File: src/rtl/reset_seq_gen_pkg.sv
// ---------------------------------------------------------------------------
// reset_seq_gen_pkg : FSM state encoding and counter-width helper
// Rev 1.0
// ---------------------------------------------------------------------------
`default_nettype none

package reset_seq_gen_pkg;

  localparam int STATE_W = 2;

  typedef enum logic [STATE_W-1:0] {
    ST_ASSERT = 2'd0,
    ST_WAIT   = 2'd1,
    ST_GAP    = 2'd2,
    ST_DONE   = 2'd3
  } seq_state_t;

  // Width needed to hold 0..max_val; never narrower than one bit.
  function automatic int cnt_w(input int max_val);
    return (max_val < 1) ? 1 : $clog2(max_val + 1);
  endfunction

endpackage

`default_nettype wire

File: src/rtl/reset_seq_gen_if.sv
// ---------------------------------------------------------------------------
// reset_seq_gen_if : trigger inputs, stage handshake and sequenced reset outputs
// Rev 1.0
// ---------------------------------------------------------------------------
`default_nettype none

interface reset_seq_gen_if #(
  parameter int N_STAGES = 3
);
  logic                btn_n;
  logic                sw_rst_req;
  logic [N_STAGES-1:0] stage_ready;
  logic [N_STAGES-1:0] rst_out_n;
  logic                busy;
  logic                seq_done;
  logic                timeout_err;

  modport master (
    output btn_n, sw_rst_req, stage_ready,
    input  rst_out_n, busy, seq_done, timeout_err
  );

  modport slave (
    input  btn_n, sw_rst_req, stage_ready,
    output rst_out_n, busy, seq_done, timeout_err
  );
endinterface

`default_nettype wire

File: src/rtl/reset_seq_gen_btn_debounce.sv
// ---------------------------------------------------------------------------
// btn_debounce : 2-FF synchronizer plus DEB_CYCLES stability filter, idles high
// Rev 1.0
// ---------------------------------------------------------------------------
`default_nettype none

module btn_debounce
  import reset_seq_gen_pkg::*;
#(
  parameter int DEB_CYCLES = 16
) (
  input  wire logic clk,
  input  wire logic n_rst,
  input  wire logic btn_n,
  output logic      level
);

  localparam int            CW       = cnt_w(DEB_CYCLES);
  localparam logic [CW-1:0] CNT_LAST = CW'(DEB_CYCLES - 1);

  logic          sync1;
  logic          sync2;
  logic          level_q;
  logic [CW-1:0] cnt_q;

  always_ff @(posedge clk or negedge n_rst) begin
    if (!n_rst) begin
      sync1   <= 1'b1;
      sync2   <= 1'b1;
      level_q <= 1'b1;
      cnt_q   <= '0;
    end else begin
      sync1 <= btn_n;
      sync2 <= sync1;
      // Any sample matching the accepted level restarts the stability count.
      if (sync2 != level_q) begin
        if (cnt_q == CNT_LAST) begin
          level_q <= sync2;
          cnt_q   <= '0;
        end else begin
          cnt_q <= cnt_q + 1'b1;
        end
      end else begin
        cnt_q <= '0;
      end
    end
  end

  assign level = level_q;

endmodule

`default_nettype wire

File: src/rtl/reset_seq_gen.sv
// ---------------------------------------------------------------------------
// reset_seq_gen : merged button/software reset, hold, then staged release.
// Optional ready handshake with timeout: RESET_SEQ_GEN_READY_EN.  Rev 1.0
// ---------------------------------------------------------------------------
`default_nettype none

module reset_seq_gen
  import reset_seq_gen_pkg::*;
#(
  parameter int N_STAGES       = 3,
  parameter int DEB_CYCLES     = 16,
  parameter int HOLD_CYCLES    = 8,
  parameter int STEP_CYCLES    = 4,
  parameter int TIMEOUT_CYCLES = 64
) (
  input  wire logic       clk,
  input  wire logic       n_rst,
  reset_seq_gen_if.slave  bus
);

  localparam int            HW        = cnt_w(HOLD_CYCLES);
  localparam int            SW        = cnt_w(STEP_CYCLES);
  localparam int            KW        = cnt_w(N_STAGES - 1);
  localparam logic [HW-1:0] HOLD_LAST = HW'(HOLD_CYCLES - 1);
  localparam logic [SW-1:0] STEP_LAST = SW'(STEP_CYCLES - 1);

  logic                btn_level;
  logic                trigger;
  logic                last_gap;
  seq_state_t          state_q, state_nx;
  logic [HW-1:0]       hold_q, hold_nx;
  logic [SW-1:0]       step_q, step_nx;
  logic [KW-1:0]       k_q, k_nx;
  logic [N_STAGES-1:0] rst_q, rst_nx;
  logic                busy_q, busy_nx;
  logic                done_q, done_nx;

`ifdef RESET_SEQ_GEN_READY_EN
  localparam int            TW        = cnt_w(TIMEOUT_CYCLES);
  localparam logic [TW-1:0] TO_LAST   = TW'(TIMEOUT_CYCLES - 1);
  localparam seq_state_t    FIRST_STP = ST_WAIT;

  logic [TW-1:0] to_q, to_nx;
  logic          err_q, err_nx;
  logic          ready_k;
  logic          wait_to;

  assign ready_k = bus.stage_ready[k_q];
  assign wait_to = (to_q == TO_LAST);
`else
  localparam seq_state_t FIRST_STP = ST_GAP;

  logic unused_ready;
  assign unused_ready = ^bus.stage_ready;
`endif

  btn_debounce #(
    .DEB_CYCLES (DEB_CYCLES)
  ) u_btn_debounce (
    .clk   (clk),
    .n_rst (n_rst),
    .btn_n (bus.btn_n),
    .level (btn_level)
  );

  assign trigger  = ~btn_level | bus.sw_rst_req;
  assign last_gap = (int'(k_q) == N_STAGES - 2);

  always_ff @(posedge clk or negedge n_rst) begin
    if (!n_rst) begin
      state_q <= ST_ASSERT;
      hold_q  <= '0;
      step_q  <= '0;
      k_q     <= '0;
      rst_q   <= '0;
      busy_q  <= 1'b1;
      done_q  <= 1'b0;
`ifdef RESET_SEQ_GEN_READY_EN
      to_q    <= '0;
      err_q   <= 1'b0;
`endif
    end else begin
      state_q <= state_nx;
      hold_q  <= hold_nx;
      step_q  <= step_nx;
      k_q     <= k_nx;
      rst_q   <= rst_nx;
      busy_q  <= busy_nx;
      done_q  <= done_nx;
`ifdef RESET_SEQ_GEN_READY_EN
      to_q    <= to_nx;
      err_q   <= err_nx;
`endif
    end
  end

  always_comb begin
    state_nx = state_q;
    hold_nx  = hold_q;
    step_nx  = step_q;
    k_nx     = k_q;
`ifdef RESET_SEQ_GEN_READY_EN
    to_nx    = '0;
`endif
    if (trigger) begin
      state_nx = ST_ASSERT;
      hold_nx  = '0;
      step_nx  = '0;
      k_nx     = '0;
    end else begin
      case (state_q)
        ST_ASSERT: begin
          if (hold_q == HOLD_LAST) begin
            hold_nx  = '0;
            k_nx     = '0;
            state_nx = (N_STAGES == 1) ? ST_DONE : FIRST_STP;
          end else begin
            hold_nx = hold_q + 1'b1;
          end
        end
`ifdef RESET_SEQ_GEN_READY_EN
        ST_WAIT: begin
          if (ready_k || wait_to) begin
            state_nx = ST_GAP;
          end else begin
            to_nx = to_q + 1'b1;
          end
        end
`endif
        ST_GAP: begin
          if (step_q == STEP_LAST) begin
            step_nx  = '0;
            k_nx     = k_q + 1'b1;
            state_nx = last_gap ? ST_DONE : FIRST_STP;
          end else begin
            step_nx = step_q + 1'b1;
          end
        end
        default: ;
      endcase
    end
  end

  // Each release shifts one more '1' in from bit 0, so released bits stay high.
  always_comb begin
    rst_nx  = rst_q;
    done_nx = done_q;
`ifdef RESET_SEQ_GEN_READY_EN
    err_nx  = err_q;
`endif
    if (trigger) begin
      rst_nx  = '0;
      done_nx = 1'b0;
`ifdef RESET_SEQ_GEN_READY_EN
      err_nx  = 1'b0;
`endif
    end else begin
      case (state_q)
        ST_ASSERT: begin
          if (hold_q == HOLD_LAST) begin
            rst_nx  = N_STAGES'(1);
            done_nx = (N_STAGES == 1);
          end
        end
`ifdef RESET_SEQ_GEN_READY_EN
        ST_WAIT: begin
          if (!ready_k && wait_to) begin
            err_nx = 1'b1;
          end
        end
`endif
        ST_GAP: begin
          if (step_q == STEP_LAST) begin
            rst_nx  = N_STAGES'({rst_q, 1'b1});
            done_nx = last_gap;
          end
        end
        default: ;
      endcase
    end
    busy_nx = ~&rst_nx;
  end

  assign bus.rst_out_n = rst_q;
  assign bus.busy      = busy_q;
  assign bus.seq_done  = done_q;
`ifdef RESET_SEQ_GEN_READY_EN
  assign bus.timeout_err = err_q;
`else
  assign bus.timeout_err = 1'b0;
`endif

endmodule

`default_nettype wire

File: src/flat_wrapper.sv
// flat-port wrapper written by rule: the top's interface ports become plain ports
module reset_seq_gen_flat import reset_seq_gen_pkg::*;
#(
  parameter int N_STAGES       = 3,
  parameter int DEB_CYCLES     = 16,
  parameter int HOLD_CYCLES    = 8,
  parameter int STEP_CYCLES    = 4,
  parameter int TIMEOUT_CYCLES = 64
)
  (clk, n_rst, bus_btn_n, bus_sw_rst_req, bus_stage_ready, bus_rst_out_n, bus_busy, bus_seq_done, bus_timeout_err);
  reset_seq_gen_if #(.N_STAGES(N_STAGES)) bus_i ();
  input  wire logic clk;
  input  wire logic n_rst;
  input wire logic [$bits(bus_i.btn_n)-1:0] bus_btn_n;
  input wire logic [$bits(bus_i.sw_rst_req)-1:0] bus_sw_rst_req;
  input wire logic [$bits(bus_i.stage_ready)-1:0] bus_stage_ready;
  output wire logic [$bits(bus_i.rst_out_n)-1:0] bus_rst_out_n;
  output wire logic [$bits(bus_i.busy)-1:0] bus_busy;
  output wire logic [$bits(bus_i.seq_done)-1:0] bus_seq_done;
  output wire logic [$bits(bus_i.timeout_err)-1:0] bus_timeout_err;
  assign bus_i.btn_n = bus_btn_n;
  assign bus_i.sw_rst_req = bus_sw_rst_req;
  assign bus_i.stage_ready = bus_stage_ready;
  assign bus_rst_out_n = bus_i.rst_out_n;
  assign bus_busy = bus_i.busy;
  assign bus_seq_done = bus_i.seq_done;
  assign bus_timeout_err = bus_i.timeout_err;
  reset_seq_gen #(.N_STAGES(N_STAGES), .DEB_CYCLES(DEB_CYCLES), .HOLD_CYCLES(HOLD_CYCLES), .STEP_CYCLES(STEP_CYCLES), .TIMEOUT_CYCLES(TIMEOUT_CYCLES)) u_core (.clk(clk), .n_rst(n_rst), .bus(bus_i));
endmodule
File: config.mk
export PLATFORM = sky130hd
export DESIGN_NAME = reset_seq_gen_flat
export DESIGN_NICKNAME = d
export VERILOG_FILES = /design/src/rtl/reset_seq_gen_pkg.sv /design/src/rtl/reset_seq_gen_if.sv /design/src/rtl/reset_seq_gen_btn_debounce.sv /design/src/rtl/reset_seq_gen.sv /design/src/flat_wrapper.sv
export SDC_FILE = /design/constraint.sdc
export NUM_CORES = 1
export LEC_CHECK = 0
export BUFFER_PORTS_ARGS = -buffer_cell sky130_fd_sc_hd__buf_2
export CORE_AREA = 3 3 50 52
export DETAILED_ROUTE_END_ITERATION = 16
export DIE_AREA = 0 0 53 55
export PLACE_DENSITY = 0.7
export SYNTH_ARGS = -nofsm -noshare
export SYNTH_HDL_FRONTEND = slang
export SYNTH_SLANG_ARGS = --single-unit
export TNS_END_PERCENT = 1
File: constraint.sdc
create_clock -name clk -period 3.2 [get_ports clk]
set_input_delay 0.32 -clock clk [delete_from_list [all_inputs] [get_ports clk]]
set_output_delay 0.32 -clock clk [all_outputs]
set_load 0.01 [all_outputs]
# [Word level (Yosys, flattened, before mapping)]
# Cells that the tools add are included.
[totals] register_bits=24 in_bits=7 output_inout_bits=6 word_cells=58
[classes] addsub=4 n_eq_ne=8 muxes=25 bitwise=2 reduce_logical=8
[op_table] op="$mux W3" n=6
[op_table] op="$mux W2" n=6
[op_table] op="$mux W4" n=3
[op_table] op="$mux W5" n=2
[op_table] op="$pmux W2 S2" n=2
[op_table] op="$ne A3 B1 Y1 const B" n=2
[op_table] op="$pmux W3 S2" n=1
[op_table] op="$reduce_and A3 Y1" n=2
[op_table] op="$add A5 B1 Y5 const B" n=1
[op_table] op="$eq A5 B4 Y1 const B" n=1
[op_table] op="$add A4 B1 Y4 const B" n=1
[op_table] op="$eq A2 B2 Y1 const B" n=2
[op_table] op="$eq A4 B3 Y1 const B" n=1
[op_table] op="$mux W1" n=4
[op_table] op="$reduce_bool A2 Y1" n=2
[op_table] op="$add A3 B1 Y3 const B" n=1
[op_table] op="$eq A3 B2 Y1 const B" n=1
[op_table] op="$reduce_bool A3 Y1" n=1
[op_table] op="$add A2 B1 Y2 const B" n=1
[op_table] op="$logic_not A2 Y1" n=1
[op_table] op="$pmux W1 S2" n=1
[op_table] op="$reduce_and A2 Y1" n=1
[op_table] op="$logic_not A1 Y1" n=1
[op_table] op="$ne A1 B1 Y1" n=1
[op_table] op="other kinds (2)" n=2

# [Longest topological paths before layout]
# Gate-level depths: netlist of the first run.
[logic_depth] depth_word=6 ltp_mapped=5 depth_no_buf=5

# [Cells and area by module]
# From an unflattened synthesis of the first run, not the netlist that was laid out.
[unflattened] hier_cells=104 area_unflattened_um2=1092.3
[by_module_without_submodules] mod="reset_seq_gen" instances=1 cells_each=81 area_per_inst_um2=784.5
[by_module_without_submodules] mod="btn_debounce" instances=1 cells_each=23 area_per_inst_um2=307.8

# [Least setup slack after synthesis of the first run]
# No wires, ideal clock.
[synth_path] kind="reg-to-reg" startpoint="register u_core.hold_q[0]" endpoint="register u_core.busy_q (netlist: u_core.bus.busy)" setup_time_ps=94 arrival_ps=1452 required_time_ps=3106 path_slack_ps=1654 stages_incl_launch_ff=6 n_path_buf=0 period_less_slack_ps=1546 cell_sequence="dfrtp_1 ha_1 and3b_1 o21ai_4 a22oi_2 or4_1"
[synth_via] elab_chain_cells=6
[synth_rtl] element="start: declaration" line="reset_seq_gen.sv:31" source="logic [HW-1:0] hold_q, hold_nx;"
[synth_rtl] element="start signal: assignment" line="reset_seq_gen.sv:84" source="hold_q <= hold_nx;"
[synth_rtl] element="$eq A4 B3 Y1" line="reset_seq_gen.sv:160" source="if (hold_q == HOLD_LAST) begin"
[synth_rtl] element="$mux W3" line="reset_seq_gen.sv:160"
[synth_rtl] element="$pmux W3 S2" line="reset_seq_gen.sv:158" source="case (state_q)"
[synth_rtl] element="$mux W3" line="reset_seq_gen.sv:151" source="if (trigger) begin"
[synth_rtl] element="$reduce_and A3 Y1" line="reset_seq_gen.sv:181" source="busy_nx = ~&rst_nx;"
[synth_rtl] element="$logic_not A1 Y1" line="reset_seq_gen.sv:181"
[synth_rtl] element="net u_core.busy_nx" line="reset_seq_gen.sv:35" source="logic busy_q, busy_nx;"
[synth_rtl] element="end signal: assignment" line="reset_seq_gen.sv:88" source="busy_q <= busy_nx;"
[synth_rtl] element="end: declaration" line="reset_seq_gen.sv:35"
# The timed path passes the listed nets, and every way through them passes these cells.
# A chain may end at the register's enable or synchronous reset.

# [Worst setup path after layout of the first run]
# Same ends and word-level chain as after synthesis.

==> metrics.txt, run 1 <==
# TYPE chip_impl_metric gauge
chip_impl_info{name="outcome",value="completed"} 1
chip_impl_metric{name="detail_route.drc_violations",unit=""} 0
chip_impl_metric{name="grtUsageMet2",unit=""} 0.244
chip_impl_metric{name="pwr_density_cell",unit="nW/um^2"} 383
chip_impl_metric{name="synth-seq-cells",unit=""} 23
chip_impl_metric{name="via_per_inst",unit=""} 5.32
chip_impl_metric{name="worst-slew-pin-transition",unit="ns"} 0.578
chip_impl_metric{name="initial_core_util",unit=""} 0.497
chip_impl_metric{name="slowest_cell_delay_on_critical_path",unit="ns"} 0.50
chip_impl_metric{name="antenna_found_initial",unit=""} 0
chip_impl_metric{name="synth.area.mux_share",unit=""} 0.0527
chip_impl_metric{name="finalNetCount",unit=""} 118
chip_impl_metric{name="cts_buffer_depth",unit=""} 2
chip_impl_metric{name="drt-initial-drc-count",unit=""} 5
chip_impl_metric{name="globalRouteMet3Util",unit=""} 0.0241
chip_impl_metric{name="worst_slew_margin_rel",unit=""} 0.615
chip_impl_metric{name="dieArea",unit="um^2"} 2920
chip_impl_metric{name="setup_total_negative_slack",unit="ns"} 0
chip_impl_metric{name="netSwitchingFraction",unit=""} 0.215
chip_impl_info{name="startpoint_of_the_worst_register_to_register_path",value="u_core.hold_q[0]"} 1
chip_impl_metric{name="post_synth_xor_xnor_area",unit=""} 0.0328
chip_impl_metric{name="power.clock.fraction",unit=""} 0.292
chip_impl_info{name="critical-path-slowest-cell",value="or4_1"} 1
chip_impl_metric{name="clock_sink_count",unit=""} 23
chip_impl_metric{name="placeable_area",unit="um^2"} 2150
chip_impl_metric{name="p_int",unit="uW"} 348
chip_impl_metric{name="half_perimeter_wire_length_after_placement",unit="um"} 1230
chip_impl_metric{name="combinationalPowerShare",unit=""} 0.033
chip_impl_metric{name="synthesis.instances",unit=""} 96
chip_impl_metric{name="regToRegSetupSlack",unit="ns"} 1.51
chip_impl_metric{name="gr-usage-all-layers",unit=""} 0.141
chip_impl_metric{name="finalWirelength",unit="um"} 1690
chip_impl_metric{name="clock-skew-final",unit="ns"} 0.00264
chip_impl_metric{name="endpoints_failing_hold",unit=""} 0
chip_impl_metric{name="synth_compound_area_frac",unit=""} 0.0960
chip_impl_metric{name="finalCoreUtilization",unit=""} 0.539
chip_impl_metric{name="grt_overflow_total",unit=""} 0
chip_impl_metric{name="htree_levels",unit=""} 1
chip_impl_metric{name="grt_pass1_wl",unit="um"} 3020
chip_impl_metric{name="tritoncts_buffer_count",unit=""} 3
chip_impl_metric{name="floorplan.die.height",unit="um"} 55
chip_impl_info{name="grt_setup_unrepaired",value="no"} 1
chip_impl_metric{name="postLayoutCellArea",unit="um^2"} 1160
chip_impl_metric{name="clkLatencyLatePin",unit="ns"} 0.30
chip_impl_info{name="cp-end-kind",value="flip-flop"} 1
chip_impl_info{name="cts_tree",value="done"} 1
chip_impl_info{name="worst_path_dominant_cell_family",value="simple AND/OR/NAND/NOR gates"} 1
chip_impl_info{name="crit_path_start",value="u_core.hold_q[0]"} 1
chip_impl_metric{name="num_io_pins",unit=""} 13
chip_impl_metric{name="leakage",unit="uW"} 0.000525
chip_impl_metric{name="detail_route.first_pass.iterations",unit=""} 4
chip_impl_metric{name="fillCellCount",unit=""} 199
chip_impl_metric{name="vdd_drop_max",unit="mV"} 0.223
chip_impl_metric{name="power.share.sequential",unit=""} 0.674
chip_impl_metric{name="netlist_area",unit="um^2"} 1070
chip_impl_metric{name="setup_viol_count_final",unit=""} 0
chip_impl_metric{name="yosysSeqAreaShare",unit=""} 0.543
chip_impl_metric{name="final_critical_path_required_period",unit="ns"} 1.69
chip_impl_info{name="top_usage_layer",value="met2"} 1
chip_impl_metric{name="routed_wire_length_per_instance",unit="um"} 12.6
chip_impl_metric{name="core.rowCount",unit=""} 17
chip_impl_metric{name="critical_path_buf_inv_count",unit=""} 0
chip_impl_info{name="hold_class",value="in -> reg"} 1
chip_impl_metric{name="path_clk_slew",unit="ns"} 0.12
chip_impl_metric{name="num_vias",unit=""} 713
chip_impl_metric{name="portBuffers",unit=""} 8
chip_impl_metric{name="fp.dieW",unit="um"} 53
chip_impl_metric{name="switchingPower",unit="uW"} 95.2
chip_impl_metric{name="post_synth_and_or_nand_nor_area_fraction",unit=""} 0.186
chip_impl_metric{name="critical_path_peak_fanout",unit=""} 4
chip_impl_metric{name="final_slew_viol_count",unit=""} 0
chip_impl_metric{name="post_synth_fa_ha_maj_area_fraction",unit=""} 0.0468
chip_impl_metric{name="crit_arrival",unit="ns"} 1.92
chip_impl_metric{name="cap_viol_max_count",unit=""} 0
chip_impl_metric{name="antenna_left",unit=""} 0
chip_impl_metric{name="postSynth.asyncResetShare",unit=""} 1.00
chip_impl_metric{name="syn_nets",unit=""} 107
chip_impl_metric{name="gpl.final_weighted_congestion",unit=""} 0.677
chip_impl_metric{name="fmax",unit="MHz"} 590
chip_impl_metric{name="antenna_diode_count",unit=""} 0
chip_impl_info{name="synth_area_leaders",value="dfrtp_1 44%, dfstp_2 9.8%, ha_1 4.7%, a21oi_1 4.2%, nor2_1 3.5%"} 1
chip_impl_info{name="synth_ff_type",value="dfrtp_1"} 1
chip_impl_metric{name="synth_enable_flop_cells",unit=""} 0
chip_impl_metric{name="period_utilization_post_route",unit=""} 0.529
chip_impl_metric{name="number_of_global_route_vias_before_repair",unit=""} 726
chip_impl_metric{name="synth_area_per_cell",unit="um^2"} 11.1
chip_impl_metric{name="proportion_of_layout_cells_with_a_drive_suffix_above_1",unit=""} 0.217
chip_impl_metric{name="synthToLayoutAreaGrowth",unit="%"} 8.43
chip_impl_metric{name="yosys_warnings",unit=""} 0
chip_impl_info{name="startpoint_of_the_tightest_hold_check_path",value="bus_btn_n"} 1
chip_impl_metric{name="post_cts_resize_count",unit=""} 0
chip_impl_info{name="worst_setup_path_category",value="reg -> reg"} 1
chip_impl_info{name="synth_top_family_by_area",value="simple AND/OR/NAND/NOR gates"} 1
chip_impl_metric{name="met1_grt_util",unit=""} 0.174
chip_impl_metric{name="grt_max_degree",unit=""} 24
chip_impl_info{name="synth_top_cell_by_area",value="dfrtp_1"} 1
chip_impl_metric{name="whs",unit="ns"} 0.102
chip_impl_metric{name="post_dp_cell_area",unit="um^2"} 1120
chip_impl_metric{name="synth_top_area_frac",unit=""} 0.445
chip_impl_metric{name="number_of_unique_standard_cell_types_used_by_synthesis",unit=""} 33
chip_impl_info{name="cts-root-buf",value="clkbuf_4"} 1
chip_impl_info{name="crit_path_cell_trace",value="ha_1 -> and3b_1 -> o21ai_4 -> a22oi_2 -> or4_1"} 1
chip_impl_info{name="start_kind",value="flip-flop"} 1
chip_impl_metric{name="cp.required",unit="ns"} 3.43
==> state kept, by name (all words and copies together) (netlist names) <==
register,count
u_core.bus.busy,1
u_core.bus.rst_out_n,3
u_core.hold_q,4
u_core.k_q,2
u_core.state_q,2
u_core.step_q,3
u_core.u_btn_debounce.cnt_q,5
u_core.u_btn_debounce.level,1
u_core.u_btn_debounce.sync1,1
u_core.u_btn_debounce.sync2,1
==> what timing repair did <==
item / CTS / global route
hold endpoints to repair: 19 / 0
setup buffers: 0 / 0
hold buffers: 1 / 0
==> cells in the final DEF (no fill, tap or decap), types with 2 or more instances in the layout <==
cell | synthesis | layout
a21oi_1 | 9 | 9
nand3b_1 | 2 | 2
nand3_1 | 3 | 3
nor2_1 | 10 | 10
mux2i_1 | 3 | 3
inv_1 | 5 | 5
ha_1 | 4 | 4
xor2_1 | 4 | 4
nand2b_1 | 3 | 3
dfstp_2 | 4 | 4
nand2_1 | 3 | 3
clkbuf_4 | 0 | 3
dfrtp_1 | 19 | 19
nor3_1 | 3 | 3
buf_2 | 0 | 8
o21ai_0 | 4 | 4
or3_1 | 2 | 2
==> synth_stat cells, types with 2 or more instances <==
cell type  count
a21oi_1        9
dfrtp_1       19
dfstp_2        4
ha_1           4
inv_1          5
mux2i_1        3
nand2_1        3
nand2b_1       3
nand3_1        3
nand3b_1       2
nor2_1        10
nor3_1         3
o21ai_0        4
or3_1          2
xor2_1         4
==> kinds of logic (layout without fill, tap and decap cells) <==
group,count (synthesis),in the layout
AND/OR/NAND/NOR,35,35
flip-flops,23,23
AO/OA/AOI/OAI,16,16
buffers and inverters,8,18
multiplexers,5,5
adder cells (fa/ha/maj),4,4
XOR/XNOR,4,4
other,1,1
==> per-stage QoR <==
| stage | std cells | total power (uW) | setup WS (ns) |
|---|---|---|---|
| floorplan | 96 | 311 | 1.65 |
| global placement | 129 | 318 | 1.57 |
| detailed placement | 129 | 319 | 1.53 |
| CTS | 134 | 453 | 1.51 |
| global route | 134 | 471 | 1.44 |
| finish | 134 | 443 | 1.51 |
==> final cells by class <==
type	instances	area [um^2]	share of cell area
Sequential cell	23	581	0.501
Tap cell	28	35.0	0.0302
Multi-Input combinational cell	65	447	0.386
Timing Repair Buffer	9	50.0	0.0432
Clock buffer	3	22.5	0.0194
Clock inverter	1	5.00	0.00432
Inverter	5	18.8	0.0162
==> per-layer routing <==
layer	up-vias	share of wire
met4	0	0.0071
met3	2	0.021
met2	5	0.50
met5	-	0
li1	350	-
met1	356	0.47
==> worst reg2reg max path: stages (launching register included) <==
cell and delay [ns]:
dfrtp_1 0.43, ha_1 0.24, and3b_1 0.25, o21ai_4 0.14, a22oi_2 0.07, or4_1 0.50
==> power groups by stage <==
stage	sequential [uW]	clock, uW	combinational [uW]
5_1_grt	300	154	17.6
6_report	299	130	14.8
4_1_cts	299	139	15.7
3_5_place_dp	304	0	14.6
3_3_place_gp	304	0	14.2
2_1_floorplan	304	0	7.14
==> path summary, 6_finish.rpt <==
check,depth (start not counted),endpoint
setup / recovery,5,u_core.bus.busy
max in group asynchronous,2,u_core.u_btn_debounce.sync2
hold / removal,1,u_core.u_btn_debounce.sync1
min in group asynchronous,2,u_core.u_btn_debounce.cnt_q[3]
setup reg to reg,5,u_core.bus.busy
hold reg to reg,0,u_core.u_btn_debounce.sync2
Power figures use the tool's default switching activity.
==> inputs of run 2 (changes only) <==
- ABC_AREA: unset -> 1
- CORE_AREA: 3 3 50 52 -> 3 3 51 53
- DIE_AREA: 0 0 53 55 -> 0 0 54 56
- PLACE_DENSITY: 0.7 -> 0.68
- clock period: 3.2 -> 1.8 ns (I/O delays scaled with it)
==> run 2 against run 1 <==
Compared with the run above: sequential power increased by 78%; design area increased by 4.0%; clock skew increased by 0.0045 ns; area after synthesis increased by 2.0%; setup slack got worse by 1.1 ns; combinational power increased by 100%; highest routed layer unchanged.
==> metrics.txt, run 2 <==
# TYPE chip_impl_metric gauge
chip_impl_info{name="mostFrequentLayoutCells",value="19 x nand2_1, 19 x dfrtp_1, 17 x inv_1, 12 x nand3_1, 8 x buf_2"} 1
chip_impl_metric{name="finalNetCount",unit=""} 142
chip_impl_metric{name="cap_viol_max_count",unit=""} 0
chip_impl_metric{name="synth_compound_area_frac",unit=""} 0.0631
chip_impl_metric{name="placeable_area",unit="um^2"} 2190
chip_impl_metric{name="multiInputGateArea",unit="um^2"} 419
chip_impl_metric{name="fillCellCount",unit=""} 218
chip_impl_metric{name="proportion_of_layout_cells_with_a_drive_suffix_above_1",unit=""} 0.262
chip_impl_metric{name="synth_enable_flop_cells",unit=""} 0
chip_impl_info{name="synth_ff_type",value="dfrtp_1"} 1
chip_impl_metric{name="post_synth_and_or_nand_nor_area_fraction",unit=""} 0.248
chip_impl_metric{name="yosys_warnings",unit=""} 0
chip_impl_metric{name="clkLatencyLatePin",unit="ns"} 0.31
chip_impl_metric{name="via_per_inst",unit=""} 4.87
chip_impl_metric{name="fp.dieW",unit="um"} 54
chip_impl_metric{name="gr-usage-all-layers",unit=""} 0.146
chip_impl_metric{name="fmax",unit="MHz"} 730
chip_impl_metric{name="syn_nets",unit=""} 128
chip_impl_metric{name="synth_top_area_frac",unit=""} 0.436
chip_impl_metric{name="register_area",unit="um^2"} 581
chip_impl_info{name="crit_path_cell_trace",value="ha_1 -> inv_1 -> nor2_1 -> nand3_1 -> nand2_1 -> nand3_2 -> nor2_2 -> nand2_2"} 1
chip_impl_metric{name="vdd_drop_max",unit="mV"} 0.484
chip_impl_metric{name="p_total",unit="uW"} 800
chip_impl_metric{name="tritoncts_buffer_count",unit=""} 3
chip_impl_metric{name="gpl.final_weighted_congestion",unit=""} 0.764
chip_impl_metric{name="synth.area.mux_share",unit=""} 0
chip_impl_metric{name="dieArea",unit="um^2"} 3020
chip_impl_metric{name="setup_total_negative_slack",unit="ns"} 0
chip_impl_metric{name="initial_core_util",unit=""} 0.497
chip_impl_info{name="synthTopCellsByCount",value="19 x dfrtp_1, 19 x nand2_1, 17 x inv_1"} 1
chip_impl_info{name="critical-path-slowest-cell",value="dfrtp_1"} 1
chip_impl_metric{name="final_critical_path_required_period",unit="ns"} 1.37
chip_impl_metric{name="portBuffers",unit=""} 8
chip_impl_metric{name="endpoints_failing_hold",unit=""} 0
chip_impl_metric{name="worst_slew_margin_rel",unit=""} 0.664
chip_impl_metric{name="number_of_unique_standard_cell_types_used_by_synthesis",unit=""} 26
chip_impl_metric{name="worst-slew-pin-transition",unit="ns"} 0.504
chip_impl_metric{name="synth_area_per_cell",unit="um^2"} 9.31
chip_impl_metric{name="core.rowCount",unit=""} 17
chip_impl_metric{name="cp.required",unit="ns"} 2.06
chip_impl_info{name="worst_setup_path_category",value="reg -> reg"} 1
chip_impl_metric{name="path_clk_slew",unit="ns"} 0.13
chip_impl_info{name="hold_class",value="in -> reg"} 1
chip_impl_info{name="outcome",value="completed"} 1
chip_impl_metric{name="crit_arrival",unit="ns"} 1.64
chip_impl_info{name="cts-root-buf",value="clkbuf_4"} 1
chip_impl_metric{name="slowest_cell_delay_on_critical_path",unit="ns"} 0.41
chip_impl_metric{name="routed_wire_length_per_instance",unit="um"} 11.8
chip_impl_metric{name="num_io_pins",unit=""} 13
chip_impl_info{name="synth_top_cell_by_area",value="dfrtp_1"} 1
chip_impl_metric{name="post_cts_resize_count",unit=""} 0
chip_impl_info{name="start_kind",value="flip-flop"} 1
chip_impl_metric{name="layoutNonFillerInstCount",unit=""} 158
chip_impl_metric{name="dpl.cell_count",unit=""} 152
chip_impl_info{name="synth_top_family_by_area",value="simple AND/OR/NAND/NOR gates"} 1
chip_impl_info{name="cp-end-kind",value="flip-flop"} 1
chip_impl_metric{name="dpl_worst_slack",unit="ns"} 0.488
chip_impl_metric{name="antenna_left",unit=""} 0
chip_impl_metric{name="num_vias",unit=""} 769
chip_impl_metric{name="setup_viol_count_final",unit=""} 0
chip_impl_info{name="synth_area_leaders",value="dfrtp_1 44%, dfstp_2 9.6%, nand2_1 6.5%, inv_1 5.9%, nand3_1 5.5%"} 1
chip_impl_metric{name="final_slew_viol_count",unit=""} 0
chip_impl_metric{name="floorplan.die.height",unit="um"} 56
chip_impl_info{name="crit_path_start",value="u_core.step_q[0]"} 1
chip_impl_metric{name="antenna_found_initial",unit=""} 0
chip_impl_metric{name="grt_overflow_total",unit=""} 0
chip_impl_metric{name="drt-initial-drc-count",unit=""} 10
chip_impl_metric{name="synth-seq-cells",unit=""} 23
chip_impl_metric{name="grt_max_degree",unit=""} 24
chip_impl_metric{name="clock_sink_count",unit=""} 23
chip_impl_metric{name="post_synth_xor_xnor_area",unit=""} 0.0241
chip_impl_info{name="top_register",value="u_core.u_btn_debounce.cnt_q"} 1
chip_impl_metric{name="half_perimeter_wire_length_after_placement",unit="um"} 1410
chip_impl_info{name="startpoint_of_the_tightest_hold_check_path",value="bus_sw_rst_req"} 1
chip_impl_metric{name="detail_route.drc_violations",unit=""} 0
chip_impl_info{name="reg_top3",value="u_core.u_btn_debounce.cnt_q x5, u_core.hold_q x4"} 1
chip_impl_metric{name="leakage",unit="uW"} 0.000605
chip_impl_metric{name="detail_route.first_pass.iterations",unit=""} 3
chip_impl_metric{name="synthesis.instances",unit=""} 117
chip_impl_metric{name="clock-skew-final",unit="ns"} 0.00716
chip_impl_metric{name="critical_path_peak_fanout",unit=""} 4
chip_impl_metric{name="grt_pass1_wl",unit="um"} 3240
chip_impl_metric{name="largest_register_ffs",unit=""} 5
chip_impl_metric{name="finalCoreUtilization",unit=""} 0.550
chip_impl_metric{name="finalWirelength",unit="um"} 1860
chip_impl_metric{name="pwr_density_cell",unit="nW/um^2"} 664
chip_impl_metric{name="postSynth.asyncResetShare",unit=""} 1.00
chip_impl_metric{name="antenna_diode_count",unit=""} 0
chip_impl_metric{name="yosysSeqAreaShare",unit=""} 0.533
chip_impl_metric{name="number_of_global_route_vias_before_repair",unit=""} 800
chip_impl_info{name="startpoint_of_the_worst_register_to_register_path",value="u_core.step_q[0]"} 1
chip_impl_metric{name="post_synth_fa_ha_maj_area_fraction",unit=""} 0.0459
chip_impl_metric{name="synthToLayoutAreaGrowth",unit="%"} 10.6
chip_impl_metric{name="final_critical_path_setup_slack",unit="ns"} 0.430
chip_impl_info{name="grt_setup_unrepaired",value="no"} 1
chip_impl_metric{name="cts_buffer_depth",unit=""} 2
chip_impl_info{name="cts_tree",value="done"} 1
chip_impl_metric{name="period_utilization_post_route",unit=""} 0.761
chip_impl_metric{name="htree_levels",unit=""} 1
chip_impl_metric{name="netlist_area",unit="um^2"} 1090
-- run 2: changes by cell type after synthesis, sizes merged, moves of 3 or more --
| cell | delta |
|---|---|
| mux2i | -3 |
| a21oi | -6 |
| nand2b | -3 |
| nand3 | +11 |
| nand2 | +20 |
| inv | +15 |
-- run 2: worst paths after layout --
| path | slack (ns) | cells after the start | endpoint |
|---|---|---|---|
| min in group asynchronous | 0.35 | 2 | u_core.bus.rst_out_n[1] |
| worst max register to register | 0.43 | 8 | u_core.bus.busy |
| worst min register to register | 0.37 | 0 | u_core.u_btn_debounce.sync2 |
| max in group asynchronous | 1.10 | 2 | u_core.u_btn_debounce.sync1 |
| worst min-delay path | 0.16 | 4 | u_core.state_q[1] |
| worst max-delay path | 0.43 | 8 | u_core.bus.busy |
-- run 2: final cells by class --
cell class,instances,area share
multi-input cells,72,0.348
flip-flops and latches,23,0.482
clock buffers,3,0.0187
repair buffers,11,0.0561
inverters,20,0.0623
well taps,28,0.0291
clock inverters,1,0.00415
-- run 2: critical path, delay by kind of cell (launching register included) --
family	cells	cell delay, ns
adders and majority gates	1	0.23
DFF	1	0.41
and+or+nand+nor	6	0.62
buffers and inverters	1	0.06
-- run 2: per-layer routing --
layer,GRT usage,wire length (um)
met2,0.251,926
met4,0.0854,42
met1,0.160,846
met3,0.0241,45
met5,0,0
-- run 2: power breakdown --
part	total, uW	switching [uW]	internal [uW]
clock network	239	156	83.1
registers	531	4.79	526
logic	29.9	19.3	10.6
-- run 2: logic make-up after synthesis --
logic type / count (synthesis)
flops: 23
xor+xnor: 3
compound gates: 11
buf+inv: 22
simple gates: 53
fa+ha+maj: 4
other cells: 1
-- run 2: per-stage QoR --
step | area, um^2 | hold slack (ns)
after floorplan | 1090 | -0.116
after global placement | 1160 | 0.179
after detailed placement | 1160 | 0.181
after CTS | 1200 | 0.151
after global routing | 1200 | 0.170
final | 1200 | 0.161
-- run 2: what timing repair did --
action,in CTS,in global routing
hold buffers,2,0
setup buffers,0,0
hold endpoints to repair,20,0
